==> src/rtl/fft_pkg.sv <==
// rtl/fft_pkg.sv - shared FFT definitions: sequencer states, default sizes, twiddle index and coefficient helpers
//
// Purpose: common types and elaboration-time helpers for the FFT blocks.
//   tw_state_e      : twiddle sequencer FSM encoding (IDLE, RUN, DRAIN)
//   twiddle_idx()   : twiddle index for butterfly k of stage s, DIF or DIT ordering
//   twiddle_entry() : fixed-point (cos, -sin) pair for one ROM entry, evaluated at elaboration
package fft_pkg;

   localparam int WORDSIZE_DEF = 16;
   localparam int LOG2N_DEF    = 5;

   typedef enum logic [1:0] {
      ST_IDLE  = 2'd0,
      ST_RUN   = 2'd1,
      ST_DRAIN = 2'd2
   } tw_state_e;

   // Index arithmetic is m = log2n-1 bits wide; the shift result is truncated to m bits.
   // Stages beyond the transform size collapse to W^0.
   function automatic logic [15:0] twiddle_idx(input logic [15:0] k,
                                                input logic [3:0]  s,
                                                input logic        dif,
                                                input int          log2n);
      int          m;
      int          sh;
      logic [15:0] keep;
      logic [15:0] mmask;
      logic [15:0] idx;
      m     = log2n - 1;
      mmask = 16'((32'd1 << m) - 32'd1);
      if (int'(s) >= log2n) begin
         return 16'd0;
      end
      if (dif) begin
         keep = 16'((32'd1 << (m - int'(s))) - 32'd1);
         sh   = int'(s);
      end else begin
         keep = 16'((32'd1 << int'(s)) - 32'd1);
         sh   = m - int'(s);
      end
      idx = (k & keep) << sh;
      return idx & mmask;
   endfunction

   localparam int     FRAC = 28;
   localparam longint PI_Q = 64'sd843314857;  // pi in Q28

   // Returns {32'(cos), 32'(-sin)} of 2*pi*idx/N scaled to Q1.(wordsize-1), rounded.
   // idx < N/2, so the angle is split into quadrant 0 or 1 and a reduced angle in [0, pi/2)
   // where a short Taylor series in Q28 is accurate well below one LSB.
   function automatic logic [63:0] twiddle_entry(input int idx,
                                                 input int wordsize,
                                                 input int log2n);
      longint x;
      longint x2;
      longint s_term;
      longint c_term;
      longint s_acc;
      longint c_acc;
      longint cos_v;
      longint sin_v;
      longint scale;
      longint half;
      longint q_r;
      longint q_i;
      int     quarter;
      int     q;
      int     r;
      quarter = (log2n >= 2) ? (1 << (log2n - 2)) : 1;
      q       = idx / quarter;
      r       = idx % quarter;
      x       = (64'sd2 * PI_Q * longint'(r)) >>> log2n;
      x2      = (x * x) >>> FRAC;
      s_term  = x;
      s_acc   = x;
      c_term  = 64'sd1 <<< FRAC;
      c_acc   = c_term;
      for (int n = 1; n <= 7; n++) begin
         s_term = -(((s_term * x2) >>> FRAC) / longint'((2 * n) * (2 * n + 1)));
         c_term = -(((c_term * x2) >>> FRAC) / longint'((2 * n - 1) * (2 * n)));
         s_acc  = s_acc + s_term;
         c_acc  = c_acc + c_term;
      end
      if (q == 0) begin
         cos_v = c_acc;
         sin_v = s_acc;
      end else begin
         cos_v = -s_acc;
         sin_v = c_acc;
      end
      scale = (64'sd1 <<< (wordsize - 1)) - 64'sd1;
      half  = 64'sd1 <<< (FRAC - 1);
      q_r   = (cos_v * scale + half) >>> FRAC;
      q_i   = (-sin_v * scale + half) >>> FRAC;
      if (q_r > scale)  q_r = scale;
      if (q_r < -scale) q_r = -scale;
      if (q_i > scale)  q_i = scale;
      if (q_i < -scale) q_i = -scale;
      return {q_r[31:0], q_i[31:0]};
   endfunction

endpackage

==> src/rtl/twiddle_rom.sv <==
// rtl/twiddle_rom.sv - N/2-entry (cos, -sin) twiddle coefficient ROM with registered read
//
// Purpose: coefficient store shared by the FFT blocks; contents computed at elaboration.
// Ports:
//   clk_i   in  clock
//   rst_i   in  synchronous active-high reset, clears the read register
//   ce_i    in  read enable; the output register holds while low
//   addr_i  in  entry index 0..N/2-1
//   cos_o   out registered cos(2*pi*addr/N), signed Q1.(WORDSIZE-1)
//   nsin_o  out registered -sin(2*pi*addr/N), signed Q1.(WORDSIZE-1)
module twiddle_rom
   import fft_pkg::*;
#(
   parameter int WORDSIZE = WORDSIZE_DEF,
   parameter int LOG2N    = LOG2N_DEF
) (
   input  logic                clk_i,
   input  logic                rst_i,
   input  logic                ce_i,
   input  logic [LOG2N-2:0]    addr_i,
   output logic [WORDSIZE-1:0] cos_o,
   output logic [WORDSIZE-1:0] nsin_o
);

   localparam int DEPTH = 1 << (LOG2N - 1);

   logic [2*WORDSIZE-1:0] table_w [DEPTH];
   logic [2*WORDSIZE-1:0] rd_q;

   for (genvar g = 0; g < DEPTH; g++) begin : g_entry
      localparam logic [63:0] ENTRY = twiddle_entry(g, WORDSIZE, LOG2N);
      assign table_w[g] = {ENTRY[32 +: WORDSIZE], ENTRY[0 +: WORDSIZE]};
   end

   always_ff @(posedge clk_i) begin
      if (rst_i) begin
         rd_q <= '0;
      end else if (ce_i) begin
         rd_q <= table_w[addr_i];
      end
   end

   assign cos_o  = rd_q[2*WORDSIZE-1 -: WORDSIZE];
   assign nsin_o = rd_q[WORDSIZE-1:0];

endmodule

==> src/rtl/twiddle_gen.sv <==
// rtl/twiddle_gen.sv - per-stage FFT twiddle sequencer streaming one W_N^idx per butterfly
//
// Purpose: on start, walks k = 0..N/2-1 for the latched stage/ordering and streams twiddles.
// Ports:
//   clk, rst              clock, synchronous active-high reset
//   start                 begin a stage (only honoured in IDLE)
//   stage_num, dif        stage number and ordering, latched with start
//   inverse               conjugate output twiddles, latched with start
//   busy                  stage in progress
//   tw_valid, tw_ready    output handshake
//   tw_r, tw_i            twiddle (cos, -sin), tw_i negated when inverse
//   tw_k, tw_last         butterfly index of the word, high on k = N/2-1
//   done                  one-cycle pulse after the last handshake
module twiddle_gen
   import fft_pkg::*;
#(
   parameter int WORDSIZE = WORDSIZE_DEF,
   parameter int LOG2N    = LOG2N_DEF
) (
   input  logic                clk,
   input  logic                rst,
   input  logic                start,
   input  logic [3:0]          stage_num,
   input  logic                dif,
   input  logic                inverse,
   output logic                busy,
   output logic                tw_valid,
   input  logic                tw_ready,
   output logic [WORDSIZE-1:0] tw_r,
   output logic [WORDSIZE-1:0] tw_i,
   output logic [LOG2N-2:0]    tw_k,
   output logic                tw_last,
   output logic                done
);

   localparam int M = LOG2N - 1;

   tw_state_e state_q, state_d;

   logic [M-1:0] k_q, k_d;
   logic [3:0]   s_q, s_d;
   logic         dif_q, dif_d;
   logic         inv_q, inv_d;
   // address stage
   logic [M-1:0] addr_q, addr_d;
   logic         v1_q, v1_d;
   logic [M-1:0] k1_q, k1_d;
   logic         last1_q, last1_d;
   // ROM output stage sidecar
   logic         v2_q, v2_d;
   logic [M-1:0] k2_q, k2_d;
   logic         last2_q, last2_d;
   logic         done_q, done_d;

   logic                en;
   logic                hs_last;
   logic [WORDSIZE-1:0] rom_cos;
   logic [WORDSIZE-1:0] rom_nsin;
   logic [WORDSIZE-1:0] nsin_neg;

   // Whole pipeline advances together; a stalled valid word freezes everything behind it.
   assign en      = !v2_q || tw_ready;
   assign hs_last = v2_q && tw_ready && last2_q;

   always_ff @(posedge clk) begin
      if (rst) begin
         state_q <= ST_IDLE;
      end else begin
         state_q <= state_d;
      end
   end

   always_comb begin
      state_d = state_q;
      case (state_q)
         ST_IDLE:  if (start)                state_d = ST_RUN;
         ST_RUN:   if (en && (k_q == '1))    state_d = ST_DRAIN;
         ST_DRAIN: if (hs_last)              state_d = ST_IDLE;
         default:                            state_d = ST_IDLE;
      endcase
   end

   // Word k = 0 is issued straight from IDLE so the first word appears two cycles after start;
   // RUN then issues k = 1..N/2-1. en is always high in IDLE because the stream is empty there.
   always_comb begin
      k_d     = k_q;
      s_d     = s_q;
      dif_d   = dif_q;
      inv_d   = inv_q;
      addr_d  = addr_q;
      v1_d    = v1_q;
      k1_d    = k1_q;
      last1_d = last1_q;
      v2_d    = v2_q;
      k2_d    = k2_q;
      last2_d = last2_q;
      done_d  = hs_last;
      if (en) begin
         v1_d    = 1'b0;
         last1_d = 1'b0;
         v2_d    = v1_q;
         k2_d    = k1_q;
         last2_d = last1_q;
         case (state_q)
            ST_IDLE: begin
               if (start) begin
                  s_d     = stage_num;
                  dif_d   = dif;
                  inv_d   = inverse;
                  addr_d  = '0;  // idx of k = 0 is 0 for every stage and ordering
                  k1_d    = '0;
                  v1_d    = 1'b1;
                  k_d     = M'(1);
               end
            end
            ST_RUN: begin
               addr_d  = M'(twiddle_idx(16'(k_q), s_q, dif_q, LOG2N));
               k1_d    = k_q;
               last1_d = (k_q == '1);
               v1_d    = 1'b1;
               k_d     = k_q + M'(1);
            end
            default: ;
         endcase
      end
   end

   always_ff @(posedge clk) begin
      if (rst) begin
         k_q     <= '0;
         s_q     <= '0;
         dif_q   <= 1'b0;
         inv_q   <= 1'b0;
         addr_q  <= '0;
         v1_q    <= 1'b0;
         k1_q    <= '0;
         last1_q <= 1'b0;
         v2_q    <= 1'b0;
         k2_q    <= '0;
         last2_q <= 1'b0;
         done_q  <= 1'b0;
      end else begin
         k_q     <= k_d;
         s_q     <= s_d;
         dif_q   <= dif_d;
         inv_q   <= inv_d;
         addr_q  <= addr_d;
         v1_q    <= v1_d;
         k1_q    <= k1_d;
         last1_q <= last1_d;
         v2_q    <= v2_d;
         k2_q    <= k2_d;
         last2_q <= last2_d;
         done_q  <= done_d;
      end
   end

   twiddle_rom #(
      .WORDSIZE (WORDSIZE),
      .LOG2N    (LOG2N)
   ) u_rom (
      .clk_i  (clk),
      .rst_i  (rst),
      .ce_i   (en),
      .addr_i (addr_q),
      .cos_o  (rom_cos),
      .nsin_o (rom_nsin)
   );

   // Saturating negate: the most negative code has no positive twin, clamp to max.
   assign nsin_neg = (rom_nsin == {1'b1, {(WORDSIZE-1){1'b0}}})
                     ? {1'b0, {(WORDSIZE-1){1'b1}}}
                     : ({WORDSIZE{1'b0}} - rom_nsin);

   assign busy     = (state_q != ST_IDLE);
   assign tw_valid = v2_q;
   assign tw_k     = k2_q;
   assign tw_last  = last2_q;
   assign done     = done_q;
   assign tw_r     = rom_cos;
   assign tw_i     = inv_q ? nsin_neg : rom_nsin;

endmodule

==> config.mk <==
export PLATFORM = sky130hd
export DESIGN_NAME = twiddle_gen
export DESIGN_NICKNAME = d
export VERILOG_FILES = /design/src/rtl/fft_pkg.sv /design/src/rtl/twiddle_rom.sv /design/src/rtl/twiddle_gen.sv
export SDC_FILE = /design/constraint.sdc
export NUM_CORES = 1
export LEC_CHECK = 0
export BUFFER_PORTS_ARGS = -buffer_cell sky130_fd_sc_hd__buf_4
export CORE_MARGIN = 2
export CORE_UTILIZATION = 45
export DETAILED_ROUTE_END_ITERATION = 10
export SLEW_MARGIN = 0
export SYNTH_ARGS = -nofsm -noshare
export SYNTH_HDL_FRONTEND = slang
export SYNTH_SLANG_ARGS = --single-unit
==> constraint.sdc <==
create_clock -name clk -period 5.6 [get_ports clk]
set_input_delay 0.56 -clock clk [delete_from_list [all_inputs] [get_ports clk]]
set_output_delay 0.56 -clock clk [all_outputs]
set_load 0.05 [all_outputs]
* Word level (Yosys, flattened, before mapping) *
Memories as Yosys holds them, arrays and structs flattened. A register that Yosys moved wholly into a read port is not among the register bits.
Index checks and enable logic that the tools add are counted.

storage, ports and cells
  register bits = 29
  logic and storage cells = 70
  bits in read-only memories = 512
  output and inout port bits = 40
  input port bits = 10
  memories = 1

memories
  memory            depth  width  rd ports  clocked after Yosys merged registers in  write ports  RTL line           source
  (name not given)  16     32     1         1                                        0            twiddle_rom.sv:39  rd_q <= table_w[addr_i];

operators by class
  $lt $le $gt $ge = 1
  equality and inequality tests = 7
  reductions and logical operators = 11
  shift-type cells = 3
  multiplexer cells = 27
  bitwise logic cells = 2
  add/sub/neg operators = 5

operator list
  kind                     count
  $mux W32                 4
  $mux W16                 6
  $shl A1 B32 Y16 const A  1
  $shl A16 B32 Y4          1
  $sub A16 B1 Y16 const B  2
  $pmux W4 S2              3
  $and A4 B16 Y16          1
  $eq A16 B16 Y1 const B   1
  $mux W4                  4
  $shl A1 B4 Y16 const A   1
  $sub A1 B16 Y16 const A  1
  $reduce_and A3 Y1        3
  $mux W2                  3
  $ne A2 B2 Y1 const B     3
  $pmux W2 S3              1
  $mux W1                  5
  $not A4 Y5               1
  $sub A3 B4 Y5 const A    1
  $add A4 B1 Y4 const B    1
  $eq A4 B4 Y1 const B     1
  $ge A4 B3 Y1 const B     1
  $reduce_bool A2 Y1       2
  $logic_and A1 B1 Y1      3
  $eq A2 B1 Y1 const B     1
  other kinds (5)          5

* Depth between registers and ports, before layout *
  depth after elaboration = 11
  depth in mapped cells = 11

* Modules after synthesis *
Synthesis repeated with hierarchy kept, for this count alone.

second synthesis, totals
  cells, all modules = 440
  area, all modules = 3,595.9 um2

by module, submodules not included
  module       seq. area each (um2)  times used  cells an instance  area each (um2)
  twiddle_rom  640.6                 1           208                1,799.2
  twiddle_gen  580.6                 1           232                1,796.7

* Worst setup path before layout *
OpenSTA, ideal clock, no wires.

  kind = register -> output
  start point = reg u_rom.rd_q[2]
  end point = out tw_i[7]
  buffers on the path = 1
  cell stages (with the launch flop) = 6
  data required time = 5.040 ns
  data arrival time = 2.648 ns
  slack = 2.392 ns
  cell sequence = dfxtp_1 > or4_1 > buf_2 > or3_4 > and3_1 > o21ai_0

between the ends
  word-level cells in the longest chain between the ends = 3
  elaborated cells between the ends (all ways) = 4
  those cells by class = 1 x add/sub; 1 x eq/ne; 2 x mux

RTL lines
  what                                               RTL line                                source
  start: declaration                                 twiddle_rom.sv:28                       logic [2*WORDSIZE-1:0] rd_q;
  $sub A1 B16 Y16 or $eq A16 B16 Y1 (tied branches)  twiddle_gen.sv:173, twiddle_gen.sv:171
  $mux W16 *                                         twiddle_gen.sv:172                      ? {1'b0, {(WORDSIZE-1){1'b1}}}
  $mux W16 *                                         twiddle_gen.sv:181                      assign tw_i = inv_q ? nsin_neg : rom_nsin;
  end: declaration                                   twiddle_gen.sv:30                       output logic [WORDSIZE-1:0] tw_i,

Every way passes the cells marked *; elsewhere a longest branch is shown, timed or not.

* Worst setup path after layout *
  start point = reg u_rom.rd_q[2]
  end point = out tw_i[13]

The elaborated chain is that of the path after synthesis.

==> reports/results.md <==
| Step | Metric | Reported |
|---|---|---|
| outcome | Run status | complete, no violations |
| power | Share of total power in sequential cells | 0.418 |
| run | Number of max-cap violations | 0 |
| worst setup path | Start point of the critical path | u_rom.rd_q[2] |
| floorplanning | Count of pins on the block boundary | 50 |
| sta | Final hold violation count | 0 |
| placed design | HPWL after DPL | 6000 µm |
| cts | Clock sink count | 61 |
| worst setup path | Count of cells along the worst register-to-register path | 10 |
| floorplanning | Width of the die | 94.1 µm |
| layout | Top library cells by usage in the layout, fill and taps aside | nand2_1 (64), dfxtp_1 (61), buf_4 (53) |
| worst setup path | Critical Path Max Stage Delay | 0.68 ns |
| cts | Post-CTS Setup Bufs | 0 |
| power | Switching share of power | 0.311 |
| sta | Setup repair after global routing missed its margin | no |
| cts | Number of levels in the clock H-tree | 3 |
| route | Routed wire length | 8860 µm |
| placed design | Final Wtd Congestion | 0.888 |
| power | Power share of the combinational group | 0.199 |
| layout | Total number of nets in the final design | 514 |
| sta | Setup_tns | 0 ns |
| route | Routed vias | 3,436 |
| hold path | Hold path startpoint | u_rom.rd_q[27] |
| placed design | Pre-CTS WS | 2.50 ns |
| cts | Clock slew at reported path FFs | 0.07 ns |
| worst setup path | Cell-by-cell listing of the critical path | or4_1 -> nor4_2 -> nand4b_2 -> a31oi_1 -> buf_4 |
| sta | Worst slew pin tran | 0.739 ns |
| global route | GRT Overall Usage | 0.212 |
| layout | Syn-to-layout area delta | 16.8% |
| worst setup path | Nature of the critical path startpoint | flip-flop |
| power | Total power per unit cell area | 267 nW/µm² |
| worst setup path | Worst flop-to-flop path startpoint | s_q[0] |
| cts | CTS tree | built |
| logic synthesis | Fraction of synthesized cell area taken by the top area cell type | 0.334 |
| hold path | Kind of path behind the tightest hold check | flip-flop to flip-flop |
| worst setup path | Worst Path Buf+Inv | 1 |
| sta | Final worst clock skew | 0.00977 ns |
| power | Net switching power | 354 µW |
| route | Number of nets with antenna violations after detailed routing | 0 |
| cts | Clock latency on the worst-skew pair | 0.34 ns |
| sta | # setup viols final | 0 |
| global route | Global-route congestion overflow total | 0 |
| layout | Fraction of final layout cells sized beyond drive strength 1 | 0.169 |
| worst setup path | Endpoint class of the critical path | output port |
| worst setup path | Stages on worst setup path | 5 |
| logic synthesis | Summed instance area of the synthesized netlist | 3650 µm² |
| worst setup path | Kind of critical path | flip-flop to output port |
| global route | Via count of the first global-routing pass | 3,042 |
| floorplanning | Die area | 8850 µm² |
| cts | CTS Root Buffer Type | clkbuf_8 |
| power | Cell-internal power | 784 µW |
| placed design | Quantity of I/O buffers inserted on ports | 49 |
| cts | Number of instances resized during post-cts repair | 0 |
| route | 1st-iter DRT viols | 194 |
| sta | Worst max-slew margin expressed relative to the limit | 0.494 |
| logic synthesis | Synth Register Bits | 61 |
| sta | Ratio of final minimum period to clock period | 0.591 |
| sta | Final worst slack | 2.29 ns |
| floorplanning | Placeable Area | 7810 µm² |
| floorplanning | Vertical die dimension | 94.1 µm |
| logic synthesis | Leading area contributor after synthesis | dfxtp_1 |
| power | Max rail drop VDD | 0.000133 V |
| logic synthesis | Most used flip-flop cell after synthesis | dfxtp_1 |
| layout | Share of the core filled with cells | 0.546 |
| logic synthesis | Number of flops mapped to enable cells by yosys | 0 |
| route | DRC viols | 0 |
| power | Leakage component of the power | 1.74 nW |
| layout | Number of antenna cells inserted | 0 |
| floorplanning | Starting Density | 0.468 |
| logic synthesis | Syn nets | 487 |
| global route | Initial antenna violation count | 0 |
| cts | Number of buffers inserted during clock tree synthesis | 9 |
| route | Post-detailed-route wirelength per cell | 14.8 µm |
| sta | Final Max Tran Viols | 0 |
| worst setup path | Highest net fanout along the worst path | 14 |
| route | Mean number of vias per cell | 5.74 |
| worst setup path | CP delay by family, top | simple AND/OR/NAND/NOR gates |
| sta | Highest achievable clock rate | 0.302 GHz |
| worst setup path | Worst endpoint required time | 5.04 ns |
| logic synthesis | Average footprint of a synthesized cell | 7.85 µm² |
| worst setup path | Arrival time worst endpoint | 2.75 ns |
| logic synthesis | Dominant cells by area after synthesis | dfxtp_1 (33%), nand2_1 (6.6%), a21oi_1 (5.8%), nor2_1 (4.4%), ha_1 (4.1%) |
| layout | Number of filler cells placed in the layout | 747 |
| logic synthesis | Cell count after synthesis | 465 |
| hold path | Worst hold path cell count | 2 |
| global route | Wire length of the first global-routing pass | 14,900 µm |
| logic synthesis | Synth async-reset ratio | 0 |
| route | Drt pass-1 iters | 5 |
| worst setup path | Library cell contributing the largest single delay on the critical path | or4_1 |
| sta | Time the worst path needs with I/O delays and setup | 3.31 ns |
| power | Clock share of power | 0.382 |
| layout | Most common cell after layout, fill and taps aside | nand2_1 |
| floorplanning | Number of placement rows | 32 |
| global route | Largest net degree at the start of global routing | 62 |
| cts | Number of buffers between clock root and the deepest sink | 2 |
| cts | Count of hold buffers inserted by post-cts repair | 0 |
| logic synthesis | Number of warning messages in the yosys log | 0 |
| logic synthesis | Register area share after synthesis | 0.334 |
| logic synthesis | Library cells used by synthesis | 62 |
==> final cells by class <==
class	count	area, µm²	area share
clock buffer	9	124	0.0290
clock inverter	7	97.6	0.0229
inverter	13	48.8	0.0114
multi-input combinational	354	2250	0.527
sequential	61	1220	0.286
tap	102	128	0.0299
timing repair buffer	53	398	0.0933
==> path summary, 6_finish.rpt <==
path / endpoint / slack, ns
hold / removal: u_rom.rd_q[27] / 0.45
setup reg to reg: addr_q[2] / 2.41
setup / recovery: tw_i[13] / 2.29
hold reg to reg: u_rom.rd_q[27] / 0.45
==> state kept, by name (all words and copies together) (netlist names) <==
name and count:
dif_q 1, tw_last 1, addr_q 4, v1_q 1, k_q 4, k1_q 4, last1_q 1, done 1
tw_valid 1, tw_k 4, state_q 2, s_q 4, inv_q 1, u_rom.rd_q 32
==> metal layers <==
metal,part of all wire,up-vias,GRT usage
met5,0,-,0
met4,0.0082,0,0.0471
met3,0.039,7,0.0482
met2,0.49,71,0.352
met1,0.47,1609,0.281
li1,-,1749,-
==> metrics by stage <==
stage / area (µm²) / instances / hold WS, ns / power (mW)
finish: 4270 / 599 / 0.452 / 1.14
detailed placement: 4040 / 583 / 0.445 / 0.712
CTS: 4270 / 599 / 0.442 / 1.15
global placement: 4040 / 583 / 0.439 / 0.711
global route: 4270 / 599 / 0.447 / 1.19
floorplan: 3650 / 465 / 0.437 / 0.653
==> cells by family (layout without fill, tap and decap cells) <==
| kind of cell | Yosys count | count (layout) | synth area share |
|---|---|---|---|
| xor+xnor | 10 | 10 | 0.0240 |
| flops | 61 | 61 | 0.334 |
| simple gates | 180 | 180 | 0.245 |
| mux | 16 | 16 | 0.0517 |
| buf+inv | 50 | 82 | 0.0521 |
| compound gates | 136 | 136 | 0.252 |
| fa+ha+maj | 12 | 12 | 0.0411 |
==> worst reg2reg max path, cell delays in order, from the launching register on <==
cell and delay (ns):
dfxtp_1 0.53, inv_1 0.14, ha_1 0.34, mux2_2 0.31, a2111oi_0 0.64, nand2_1 0.13
ha_1 0.29, a211oi_1 0.24, nand2_1 0.09, a211o_1 0.26, a32oi_1 0.15
==> synth_stat cells (all sizes together) (9+ instances only) <==
cell     n
dfxtp   61
buf     13
clkbuf  24
a211oi  11
inv     12
a21oi   42
nand3   10
xor2     9
nor3    12
nand2b  12
nand2   64
nor2    43
o211ai  12
o21ai   21
ha      12
mux2i   11
==> power by group through the flow <==
| stage | Clock (mW) | Sequential, mW | Combinational [mW] |
|---|---|---|---|
| floorplan | 0 | 0.511 | 0.142 |
| global placement | 0 | 0.485 | 0.226 |
| detailed placement | 0 | 0.486 | 0.227 |
| CTS | 0.445 | 0.476 | 0.227 |
| global route | 0.468 | 0.480 | 0.247 |
| finish | 0.435 | 0.476 | 0.227 |
Note: power is estimated with default switching activity, not from simulation.
